--- src/rtl/if_stage.sv ---
// Instruction-fetch stage: PC register, IF/ID register, stall/redirect handling
// and a RUN/DRAIN/HALT machine. Define IF_PERF_CNT_EN to build the perf counters.
module if_stage #(
    parameter int              PC_W      = 9,
    parameter int              INS_W     = 32,
    parameter logic [PC_W-1:0] RESET_PC  = '0,
    parameter int              DRAIN_CYC = 4
) (
    input  logic             clk,
    input  logic             reset,
    input  logic             stall,
    input  logic             redirect,
    input  logic [PC_W-1:0]  redirect_pc,
    output logic [PC_W-1:0]  imem_addr,
    input  logic [INS_W-1:0] imem_rdata,
    output logic [PC_W-1:0]  id_pc,
    output logic [INS_W-1:0] id_instr,
    output logic [6:0]       id_opcode,
    output logic             id_valid,
    output logic             halted,
    output logic [31:0]      perf_fetched,
    output logic [31:0]      perf_bubbles
);

    // Bubbles carry addi x0,x0,0 so a flushed slot never decodes as HALT (opcode 0).
    localparam logic [INS_W-1:0] NOP = INS_W'(32'h0000_0013);

    typedef enum logic [1:0] {S_RUN, S_DRAIN, S_HALT} state_t;

    state_t            state_q, state_d;
    logic [PC_W-1:0]   pc_q, pc_d;
    logic [3:0]        cnt_q, cnt_d;
    logic [PC_W-1:0]   id_pc_q, id_pc_d;
    logic [INS_W-1:0]  id_instr_q, id_instr_d;
    logic              id_valid_q, id_valid_d;
    logic              id_load;
    logic [3:0]        cnt_inc;

    assign cnt_inc = cnt_q + 4'd1;

    always_comb begin
        state_d    = state_q;
        pc_d       = pc_q;
        cnt_d      = cnt_q;
        id_load    = 1'b0;
        id_pc_d    = id_pc_q;
        id_instr_d = NOP;
        id_valid_d = 1'b0;
        case (state_q)
            S_RUN: begin
                if (redirect) begin
                    pc_d    = redirect_pc;
                    id_load = 1'b1;
                end else if (!stall) begin
                    id_load    = 1'b1;
                    id_pc_d    = pc_q;
                    id_instr_d = imem_rdata;
                    id_valid_d = 1'b1;
                    if (imem_rdata[6:0] == 7'd0) begin
                        state_d = S_DRAIN;
                        cnt_d   = 4'd0;
                    end else begin
                        pc_d = pc_q + PC_W'(4);
                    end
                end
            end
            S_DRAIN: begin
                // A redirect here means the HALT was fetched down a wrong path.
                if (redirect) begin
                    pc_d    = redirect_pc;
                    id_load = 1'b1;
                    cnt_d   = 4'd0;
                    state_d = S_RUN;
                end else if (!stall) begin
                    id_load = 1'b1;
                    cnt_d   = cnt_inc;
                    if (cnt_inc == 4'(DRAIN_CYC)) begin
                        state_d = S_HALT;
                    end
                end
            end
            S_HALT: begin
                state_d = S_HALT;
            end
            default: begin
                state_d = S_RUN;
            end
        endcase
    end

    always_ff @(posedge clk) begin
        if (reset) begin
            state_q    <= S_RUN;
            pc_q       <= RESET_PC;
            cnt_q      <= 4'd0;
            id_pc_q    <= '0;
            id_instr_q <= NOP;
            id_valid_q <= 1'b0;
        end else begin
            state_q <= state_d;
            pc_q    <= pc_d;
            cnt_q   <= cnt_d;
            if (id_load) begin
                id_pc_q    <= id_pc_d;
                id_instr_q <= id_instr_d;
                id_valid_q <= id_valid_d;
            end
        end
    end

    assign imem_addr = pc_q;
    assign id_pc     = id_pc_q;
    assign id_instr  = id_instr_q;
    assign id_opcode = id_instr_q[6:0];
    assign id_valid  = id_valid_q;
    assign halted    = (state_q == S_HALT);

`ifdef IF_PERF_CNT_EN
    logic [31:0] fetched_q, bubbles_q;

    always_ff @(posedge clk) begin
        if (reset) begin
            fetched_q <= '0;
            bubbles_q <= '0;
        end else if (id_load) begin
            if (id_valid_d) fetched_q <= fetched_q + 32'd1;
            else            bubbles_q <= bubbles_q + 32'd1;
        end
    end

    assign perf_fetched = fetched_q;
    assign perf_bubbles = bubbles_q;
`else
    assign perf_fetched = '0;
    assign perf_bubbles = '0;
`endif

endmodule

--- config.mk ---
export PLATFORM = sky130hd
export DESIGN_NAME = if_stage
export DESIGN_NICKNAME = d
export VERILOG_FILES = /design/src/rtl/if_stage.sv
export SDC_FILE = /design/constraint.sdc
export NUM_CORES = 1
export LEC_CHECK = 0
export ABC_CLOCK_PERIOD_IN_PS = 1400
export BUFFER_PORTS_ARGS = -buffer_cell sky130_fd_sc_hd__buf_2
export CAP_MARGIN = 10
export CORE_MARGIN = 3
export CORE_UTILIZATION = 40
export CTS_CLUSTER_SIZE = 25
export DETAILED_ROUTE_END_ITERATION = 6
export GPL_ROUTABILITY_DRIVEN = 0
export GPL_TIMING_DRIVEN = 1
export HOLD_SLACK_MARGIN = 0.12
export PLACE_DENSITY_LB_ADDON = 0.15
export SETUP_SLACK_MARGIN = 0.4
export SYNTH_ARGS = -nofsm -noshare
export SYNTH_HDL_FRONTEND = slang
export SYNTH_SLANG_ARGS = --single-unit
--- constraint.sdc ---
create_clock -name clk -period 1.4 [get_ports clk]
set_input_delay 0.28 -clock clk [delete_from_list [all_inputs] [get_ports clk]]
set_output_delay 0.28 -clock clk [all_outputs]
set_load 0.01 [all_outputs]
Word-level counts from Yosys, hierarchy flattened
Cells that the tools add are included.
{ "op_classes": {"addsub": 2, "eq_ne": 11, "mux": 26, "bitwise_logic": 2, "reduce_logical": 8} }
{ "op_table": {"columns": ["operator", "n"], "rows": [
  ["$mux 32", 3],
  ["$mux 9", 4],
  ["$mux 4", 5],
  ["$pmux 9 s2", 1],
  ["$mux 2", 6],
  ["$ne 3x3->1 const B", 4],
  ["$reduce_and 5->1", 2],
  ["$add 9x3->9 const B", 1],
  ["$ne 2x2->1 const B", 4],
  ["$pmux 4 s2", 1],
  ["$reduce_and 4->1", 2],
  ["$logic_not 7->1", 1],
  ["$pmux 2 s3", 1],
  ["$mux 1", 5],
  ["$add 4x1->4 const B", 1],
  ["$eq 4x3->1 const B", 1],
  ["$eq 2x1->1 const B", 1],
  ["$eq 2x2->1 const B", 1],
  ["$logic_not 2->1", 1],
  ["$not 1->1", 2],
  ["$reduce_bool 2->1", 1],
  ["$reduce_or 2->1", 1]
]} }
{ "word_totals": {"register_bits": 57, "inputBits": 45, "output_inout_bits": 123, "wordCells": 55} }

Logic depth before layout (Yosys ltp)
Gate-level depths: netlist of the first run.
{ "logic_depth": {"word_depth": 6, "ltp_mapped": 6, "depth_no_buf": 5} }

Worst setup path before layout of the first run
Ideal clock, no wire load.
{ "synth_timing": {"path_type": "input -> register", "startpoint": "input redirect", "endpoint": "register cnt_q[3]", "setup_ns": 0.117, "t_arrival_ns": 1.374, "t_required_ns": 1.283, "slack_ns": -0.092, "cell_stages": 5, "path_buffers": 1, "cell_sequence": "buf_6 -> nor4_4 -> a21oi_2 -> a211o_1 -> a32o_1"} }
{ "synth_via": {"elab_chain_len": 2, "elab_cells_between_ends": 5, "classes_between": "eq/ne: 2; mux: 2; reduce/logical: 1"} }
{ "synth_rtl": {"columns": ["element", "line_no", "rtl"], "rows": [
  ["start: declaration", "12", "input logic redirect,"],
  ["$ne 3x3->1 (no source line) (tied with other cells)", null, null],
  ["$reduce_and 5->1 (no source line) / $pmux 4 s2 (equally long branches)", null, null],
  ["end signal: assignment", "102", "cnt_q <= cnt_d;"],
  ["end: declaration", "32", "logic [3:0] cnt_q, cnt_d;"]
]} }
Several ways; a longest one is shown, not always the timed one.
A chain may end at the register's enable or synchronous reset.

Final worst setup path of the first run
{ "layout_timing": {"startpoint": "register state_q[1]", "endpoint": "register id_instr_q[3], in the netlist id_instr[3]"} }
{ "layout_via": {"elab_chain_len": 3, "elab_cells_between_ends": 5, "classes_between": "eq/ne: 1; mux: 2; reduce/logical: 2"} }
{ "layout_rtl": {"columns": ["element", "line_no", "rtl"], "rows": [
  ["start: declaration", "30", "state_t state_q, state_d;"],
  ["start signal: assignment", "100", "state_q <= state_d;"],
  ["$eq 2x1->1 / $logic_not 2->1 (equally long branches)", "49", "case (state_q)"],
  ["$reduce_or 2->1 (no source line)", null, null],
  ["$mux 1", null, null],
  ["end signal: assignment", "105", "id_instr_q <= id_instr_d;"],
  ["end: declaration", "34", "logic [INS_W-1:0] id_instr_q, id_instr_d;"]
]} }
Several ways; a longest one is shown, not always the timed one.

==> metrics, run 1 <==
status=complete, but fails checks; violated checks=negative setup slack; number of max-cap violations=0; number of synthesized flops with an enable pin=0; CTS max path bufs=2; final WL=9010 um; total congestion overflow=0; vias in the first global route=2548; Worst setup EP type=flop; Core ar.=0.00691 sq mm; number of port buffers=103; total power=0.00402 W; wire length per cell=15.4 um; Tcrit/Tclk final=103%; DRT Pass-1 Iters=4; commonest non-fill, non-tap cells in the layout=buf_6, conb_1, dfxtp_2; Max FO, Critical Path=5; Inserted Clock Buffers=9; CTS tree=built; Req. time, crit path=1.65 ns; row cnt=30; htree depth=3; setup TNS=-0.368 ns; largest family of logic cells by synthesized area=buffers and inverters; synth-to-layout area growth=63.2%; startpoint types=flop; Setup CP Type=reg -> reg; top_reg_cell synth=dfxtp_1; antenna violations before repair=0; ys async rst share=0%; Post-Syn Area=0.00289 sq mm; CTS Hold Buffers Added=0; Int Power=0.00288 W; Starting Density=41.8%; post-synthesis adder-cell area fraction=1.30%; via count=2772; Avg Cell Area, Syn=8.70 sq um; Synth cell types=44; Reg clk slew, reported paths=0.07 ns; die area=0.00828 sq mm; fraction of layout cells with a size suffix above 1=60.0%; clock root cell=clkbuf_8; compound-cell area share of the yosys netlist=20.1%; Placed Instances=533; Slew Limit Fails=0; Min-Delay Path Class=in -> reg; Place WS=-0.171 ns; cell count after synthesis=332; global-route wire length before repair=12900 um; final setup vio count=20; die height=91.0 um; max incr delay on CP=0.42 ns; Vias/cell=4.73; commonest non-fill, non-tap cell in the layout=buf_6; Starting DRT DRC Count=102; Most Frequent Cell on Critical Path=buf_6; Post-Synth XOR/XNOR Area=0.606%; Net Switching=0.00114 W; io pins=168; post-synthesis mux area share=1.04%; pwr dens=852 mW/mm^2; unrepaired setup endpoints after global routing=true; Clock power frac=37.6%; largest net degree at the start of global routing=36; CP arrival=1.69 ns; most area-consuming cells after synthesis=dfxtp_1, buf_4, a22oi_1, nor2_1, nand2_1; Final Critical Period=1.44 ns; yosys warns=0; DRC Markers=0; final setup margin=-0.0428 ns; sequential power share=43.0%; critical path's slowest cell=or3_4; Synth Area in Simple Gates=15.3%; Max Freq=693 MHz; gr usage total=19.3%; total clock sinks=57; sequential cell area fraction in the yosys report=39.5%; Final Hold Fails=0; dpl hpwl=5320 um; overall die width=91.0 um; # diodes=0; nets@finish=533; crit-path cells=or3_4 -> nor2_4 -> buf_6 -> buf_6 -> a22oi_2 -> nor2_1; CP top delay family=simple AND/OR/NAND/NOR gates; Yosys top cell by area=dfxtp_1; Final Non-Filler Cells=586; Yosys reg bits=57; combinational share of power=19.4%; Net Sw Frac=28.4%; VDD IR max=0.000563 V; final worst clock skew=0.00697 ns; Leak Pwr=2.11 nW; clock latency on the worst-skew pair=0.33 ns; antenna viol nets, final=0; WP buf/inv=2; area share of the largest cell type after synthesis=39.5%
-- power by group through the flow --
stage,clock (W),sequential [W],combinational [W]
finish,0.00151,0.00173,0.000778
global route,0.00163,0.00173,0.000833
CTS,0.00155,0.00173,0.000700
detailed placement,0,0.00175,0.000524
global placement,0,0.00175,0.000520
floorplan,0,0.00178,0.000414
-- state kept, by name, indices dropped and copies added (netlist names) --
signal	flops
id_valid	1
state_q	2
id_pc	9
imem_addr	9
id_instr	32
cnt_q	4
-- worst register-to-register path, cell delays in order, from the launching register on --
cell,delay (ns)
dfxtp_2,0.32
or3_4,0.42
nor2_4,0.17
buf_6,0.14
buf_6,0.13
a22oi_2,0.08
nor2_1,0.12
-- final cells by class --
class                      count  area [sq um]
fill                         567          2190
multi-input combinational    243          1630
timing repair buffer         168          1510
sequential                    57          1240
clock buffer                   9           124
tap                           96           120
clock inverter                 7          70.1
inverter                       6          22.5
-- cells in the mapped netlist (4+ instances only) --
cell type,instances
a21oi_1,19
a22oi_1,29
a311oi_1,4
buf_2,5
buf_4,71
clkbuf_1,12
dfxtp_1,57
inv_1,6
nand2_1,30
nor2_1,39
o21a_1,4
o21ai_0,6
-- stage by stage --
| stage | utilization [%] | hold slack (ns) | instance area, sq um |
|---|---|---|---|
| floorplan | - | 0.424 | 3170 |
| global placement | 49.2 | 0.442 | 3400 |
| detailed placement | 49.2 | 0.444 | 3400 |
| global route | 68.3 | 0.199 | 4720 |
| finish | 68.3 | 0.197 | 4720 |
| CTS | 63.8 | 0.174 | 4410 |
-- repair_timing --
action | CTS | global route
buffers inserted | 15 | 17
gates resized for setup | 167 | 31
setup endpoints to repair | 116 | 116
pin swaps | 12 | 16
cloned | 3 | 2
-- logic make-up (layout without fill, tap and decap cells) --
family | after synthesis | in the layout
buffers and inverters | 95 | 190
and+or+nand+nor | 90 | 90
AOI/OAI and AO/OA | 81 | 81
DFF | 57 | 57
adders and majority gates | 3 | 3
muxes | 3 | 3
xor gates and xnor gates | 2 | 2
other | 1 | 64
-- path summary, 6_finish.rpt --
check,start,end,slack [ns],depth (start not counted)
worst max-delay path,state_q[1],id_instr[3],-0.04,6
worst min-delay path,imem_rdata[20],id_instr[20],0.20,3
worst max register to register,state_q[1],id_instr[3],-0.04,6
worst min register to register,id_pc[0],id_pc[0],0.47,2
-- metal layers --
metal / share of wire (%) / track usage [%] / up-vias / routed length, um
li1: - / - / 1325 / -
met3: 7.6 / 5.39 / 14 / 687
met1: 40 / 23.9 / 1303 / 3570
met4: 1.3 / 7.29 / 0 / 116
met2: 52 / 31.7 / 130 / 4640
met5: 0 / 0 / - / 0
Note: power is estimated with default switching activity, not from simulation.
==> inputs of run 2 (changes only) <==
--- a/config.mk
+++ b/config.mk
@@ -6,12 +6,12 @@
 export NUM_CORES = 1
 export LEC_CHECK = 0
 export ABC_CLOCK_PERIOD_IN_PS = 1400
-export BUFFER_PORTS_ARGS = -buffer_cell sky130_fd_sc_hd__buf_2
 export CAP_MARGIN = 10
 export CORE_MARGIN = 3
-export CORE_UTILIZATION = 40
+export CORE_UTILIZATION = 45
 export CTS_CLUSTER_SIZE = 25
 export DETAILED_ROUTE_END_ITERATION = 6
+export DONT_BUFFER_PORTS = 1
 export GPL_ROUTABILITY_DRIVEN = 0
 export GPL_TIMING_DRIVEN = 1
 export HOLD_SLACK_MARGIN = 0.12
==> run 2 against run 1 <==
Compared with the run above: the run ends with negative hold slack, negative setup slack left; setup slack better by 0.026 ns; first-iteration DRC count decreased by 19%; critical path depth fell by 1; clock power rose by 3%.
==> metrics, run 2 (synthesis results as in run 1) <==
antenna viol nets, final=0; largest net degree at the start of global routing=54; sequential power share=46.9%; antenna violations before repair=0; Slew Limit Fails=0; Final Critical Period=1.42 ns; Max FO, Critical Path=8; CTS max path bufs=2; CP arrival=1.64 ns; gr usage total=18.9%; commonest non-fill, non-tap cell in the layout=conb_1; commonest non-fill, non-tap cells in the layout=conb_1, nor2_1, dfxtp_4; clock root cell=clkbuf_8; # fillers=555; Core ar.=0.00606 sq mm; Worst setup EP type=flop; post-place instance area=0.00277 sq mm; DRT Pass-1 Iters=4; startpoint types=flop; row cnt=28; clock latency on the worst-skew pair=0.33 ns; Final Non-Filler Cells=427; max FFs per register=32; global-route wire length before repair=10900 um; unrepaired setup endpoints after global routing=true; overall die width=86.1 um; Placed Instances=396; design area=0.00356 sq mm; Setup CP Type=reg -> reg; # diodes=0; Max Freq=706 MHz; Starting Density=47.7%; DRC Markers=0; io pins=168; CTS tree=built; total congestion overflow=0; final setup vio count=2; synth-to-layout area growth=23.1%; Req. time, crit path=1.63 ns; total clock sinks=57; Starting DRT DRC Count=83; fraction of layout cells with a size suffix above 1=44.3%; final worst clock skew=0.00752 ns; die height=86.1 um; Int Power=0.00266 W; number of port buffers=0; worst hold slack=-0.00185 ns; final WL=7270 um; violated checks=negative hold slack, negative setup slack; die area=0.00742 sq mm; Net Switching=0.00104 W; vias in the first global route=2178; combinational share of power=11.0%; pwr dens=1040 mW/mm^2; Reg clk slew, reported paths=0.07 ns; Leak Pwr=1.35 nW; number of max-cap violations=0; htree depth=3; Inserted Clock Buffers=9; Tcrit/Tclk final=101%; Clock power frac=42.1%; Vias/cell=5.25; wire length per cell=17.0 um; CTS Hold Buffers Added=3; Place WS=-0.0386 ns; Net Sw Frac=28.2%; Layout Utilization=58.7%; VDD IR max=0.000831 V; Final Hold Fails=2; via count=2241; nets@finish=395; final setup margin=-0.0171 ns; dpl hpwl=4590 um; status=complete, but fails checks; Min-Delay Path Class=in -> reg
==> run 2: cell types whose count changed in the layout (fill, tap and decap cells not counted), sizes merged <==
cell and change:
bufbuf +1, buf -141, dlygate4sd3 +3, clkinv -3, clkinvlp +2, inv +1, clkbuf -1
==> run 2: power groups by stage <==
| stage | registers (W) | clock network (W) | logic (W) |
|---|---|---|---|
| floorplan | 0.00178 | 0 | 0.000414 |
| global placement | 0.00180 | 0 | 0.000299 |
| detailed placement | 0.00179 | 0 | 0.000302 |
| CTS | 0.00176 | 0.00159 | 0.000371 |
| global route | 0.00174 | 0.00169 | 0.000447 |
| finish | 0.00174 | 0.00156 | 0.000405 |
==> run 2: final cells by class <==
type                            count  area, sq um  share of cell area (%)
Tap cell                           75         93.8                    2.64
Multi-Input combinational cell    243         1610                    45.3
Inverter                            6         25.0                   0.704
Clock inverter                      7         78.8                    2.22
Timing Repair Buffer               30          343                    9.64
Sequential cell                    57         1280                    36.0
Clock buffer                        9          124                    3.48
==> run 2: layer usage <==
| layer | vias up | global-route usage (%) | wire length [um] |
|---|---|---|---|
| li1 | 1051 | - | - |
| met1 | 1072 | 22.6 | 2870 |
| met2 | 112 | 30.4 | 3610 |
| met3 | 6 | 8.17 | 714 |
| met4 | 0 | 6.04 | 65 |
| met5 | - | 0 | 0 |
==> run 2: final timing paths <==
kind               from           end  slack [ns]  cells after the start
max          state_q[0]  imem_addr[3]       -0.02                      5
min               reset      cnt_q[1]      -0.002                      1
max reg2reg  state_q[0]  imem_addr[3]       -0.02                      5
min reg2reg    id_pc[2]      id_pc[2]        0.48                      2
==> run 2: timing repair <==
action / in CTS / in global routing
cloned: 2 / 1
setup buffers: 4 / 5
gates resized for setup: 102 / 47
endpoints found under the setup margin: 116 / 112
pin swaps: 19 / 13
hold endpoints to repair: 54 / 51
==> run 2: metrics by stage <==
stage	setup TNS (ns)	power, W
floorplan	0	0.00219
global placement	-0.0316	0.00209
detailed placement	-0.117	0.00210
CTS	-0.0797	0.00372
global route	-2.27	0.00388
finish	-0.0255	0.00370
==> run 2: critical path, stage by stage (launching register included) <==
cell	delay [ns]
dfxtp_4	0.36
or2_4	0.23
a221oi_4	0.31
buf_12	0.16
nor2_1	0.04
a311oi_1	0.21
==> inputs of run 3 (changes only) <==
--- a/config.mk
+++ b/config.mk
@@ -7,6 +7,7 @@
 export LEC_CHECK = 0
 export ABC_CLOCK_PERIOD_IN_PS = 1400
 export CAP_MARGIN = 10
+export CORE_ASPECT_RATIO = 1.25
 export CORE_MARGIN = 3
 export CORE_UTILIZATION = 45
 export CTS_CLUSTER_SIZE = 25
@@ -14,9 +15,9 @@
 export DONT_BUFFER_PORTS = 1
 export GPL_ROUTABILITY_DRIVEN = 0
 export GPL_TIMING_DRIVEN = 1
-export HOLD_SLACK_MARGIN = 0.12
 export PLACE_DENSITY_LB_ADDON = 0.15
 export SETUP_SLACK_MARGIN = 0.4
+export SKIP_CTS_REPAIR_TIMING = 1
 export SYNTH_ARGS = -nofsm -noshare
 export SYNTH_HDL_FRONTEND = slang
 export SYNTH_SLANG_ARGS = --single-unit
==> run 3 against run 2 <==
Compared with the run above: the flow finishes with violations (negative setup slack); clock skew fell by 0.00058 ns; fmax fell by 2.3%; clock-buffer cell count rose by 2; register-to-register slack got worse by 0.03 ns; core utilization fell by 0.082 points; sequential power barely moved; clock power rose by 8%; critical path type unchanged.
==> metrics, run 3 (synthesis results as in run 1) <==
number of max-cap violations=0; Slew HR=61.2%; via count=2178; # fillers=561; global-route wire length before repair=9780 um; final setup margin=-0.0503 ns; VDD IR max=0.000822 V; Vias/cell=4.97; DRT Pass-1 Iters=4; Final Hold Fails=0; WP buf/inv=2; Net Sw Frac=25.0%; total clock sinks=57; violated checks=negative setup slack; worst hold slack=0.00173 ns; Inserted Clock Buffers=9; commonest non-fill, non-tap cell in the layout=conb_1; gr usage total=16.8%; Worst setup EP type=flop; Max Freq=690 MHz; Leak Pwr=1.42 nW; wire length per cell=16.2 um; antenna viol nets, final=0; clock latency on the worst-skew pair=0.33 ns; Slew Limit Fails=0; commonest non-fill, non-tap cells in the layout=conb_1, nor2_1, dfxtp_4; unrepaired setup endpoints after global routing=true; Starting Density=46.6%; area of the multi-input gates=0.00167 sq mm; Place WS=-0.0329 ns; fraction of layout cells with a size suffix above 1=44.2%; htree depth=3; max incr delay on CP=0.42 ns; die height=95.6 um; Core ar.=0.00621 sq mm; vias in the first global route=1997; largest net degree at the start of global routing=54; design area=0.00364 sq mm; clock root cell=clkbuf_8; synth-to-layout area growth=25.9%; Final Critical Period=1.45 ns; sequential power share=45.2%; CP arrival=1.71 ns; total power=0.00384 W; final WL=7100 um; antenna violations before repair=0; io pins=168; Reg clk slew, reported paths=0.07 ns; Int Power=0.00288 W; Starting DRT DRC Count=74; setup TNS=-1.05 ns; Req. time, crit path=1.66 ns; # diodes=0; die area=0.00742 sq mm; Min-Delay Path Class=in -> reg; critical path's slowest cell=or3_4; Max FO, Critical Path=7; dpl hpwl=4620 um; Net Switching=0.000961 W; pwr dens=1060 mW/mm^2; Worst-Margin Slew=0.580 ns; crit-path cells=or3_4 -> nor2_4 -> buf_6 -> clkbuf_16 -> a22oi_2 -> nor2_1; row cnt=32; nets@finish=396; CTS tree=built; Clock power frac=43.8%; CP top delay family=simple AND/OR/NAND/NOR gates; post-place instance area=0.00281 sq mm; Setup CP Type=reg -> reg; register area=0.00128 sq mm; startpoint types=flop; max FFs per register=32; total congestion overflow=0; Tcrit/Tclk final=104%; combinational share of power=11.0%; DRC Markers=0; number of port buffers=0; flop2flop setup slack=-0.05 ns; status=complete, but fails checks; overall die width=77.7 um; final setup vio count=39; CTS max path bufs=2; final worst clock skew=0.00694 ns
==> run 3: cell count changes in the layout (fill, tap and decap cells not counted), sizes merged <==
cell         previous run  this run
clkbuf                 10        14
clkinvlp                3         0
dlygate4sd3             3         0
buf                    25        27
clkinv                  1         3
inv                     8         6
bufbuf                  1         0
bufinv                  1         2
nand2b                  2         3
==> run 3: power groups by stage <==
stage	combinational, W	clock [W]	sequential (W)
after floorplan	0.000414	0	0.00178
after global placement	0.000310	0	0.00179
after detailed placement	0.000313	0	0.00179
after CTS	0.000314	0.00174	0.00175
after global routing	0.000465	0.00182	0.00174
final	0.000422	0.00168	0.00174
==> run 3: routing by layer <==
| metal | wire [um] | up-vias | share of wire (%) | track usage, % |
|---|---|---|---|---|
| met2 | 3640 | 90 | 51 | 27.9 |
| met4 | 59 | 0 | 0.83 | 5.04 |
| met5 | 0 | - | 0 | 0 |
| met1 | 2730 | 1029 | 38 | 18.6 |
| li1 | - | 1052 | - | - |
| met3 | 669 | 7 | 9.4 | 8.70 |
==> run 3: worst reg2reg max path, delay by kind of cell (launching register included) <==
| family | cells | cell delay (ns) |
|---|---|---|
| AO/OA/AOI/OAI | 1 | 0.07 |
| flip-flops | 1 | 0.34 |
| buffers and inverters | 2 | 0.29 |
| AND/OR/NAND/NOR | 3 | 0.67 |
==> run 3: cell type report <==
| class | instances | area share, % |
|---|---|---|
| tap | 85 | 2.92 |
| inverter | 6 | 0.619 |
| timing repair buffer | 30 | 9.33 |
| clock inverter | 5 | 2.17 |
| clock buffer | 11 | 3.89 |
| sequential | 57 | 35.2 |
| multi-input combinational | 244 | 45.9 |
==> run 3: worst paths after layout <==
kind	start	end	cells after the start
hold reg to reg	id_pc[6]	id_pc[6]	2
hold / removal	reset	id_instr[12]	1
setup reg to reg	state_q[1]	id_instr[5]	6
setup / recovery	state_q[1]	id_instr[5]	6
==> run 3: stage by stage <==
step                      util [%]  std cells
after floorplan                  -        395
after global placement        45.2        411
after detailed placement      45.2        411
after CTS                     48.8        427
after global routing          58.6        438
final                         58.6        438
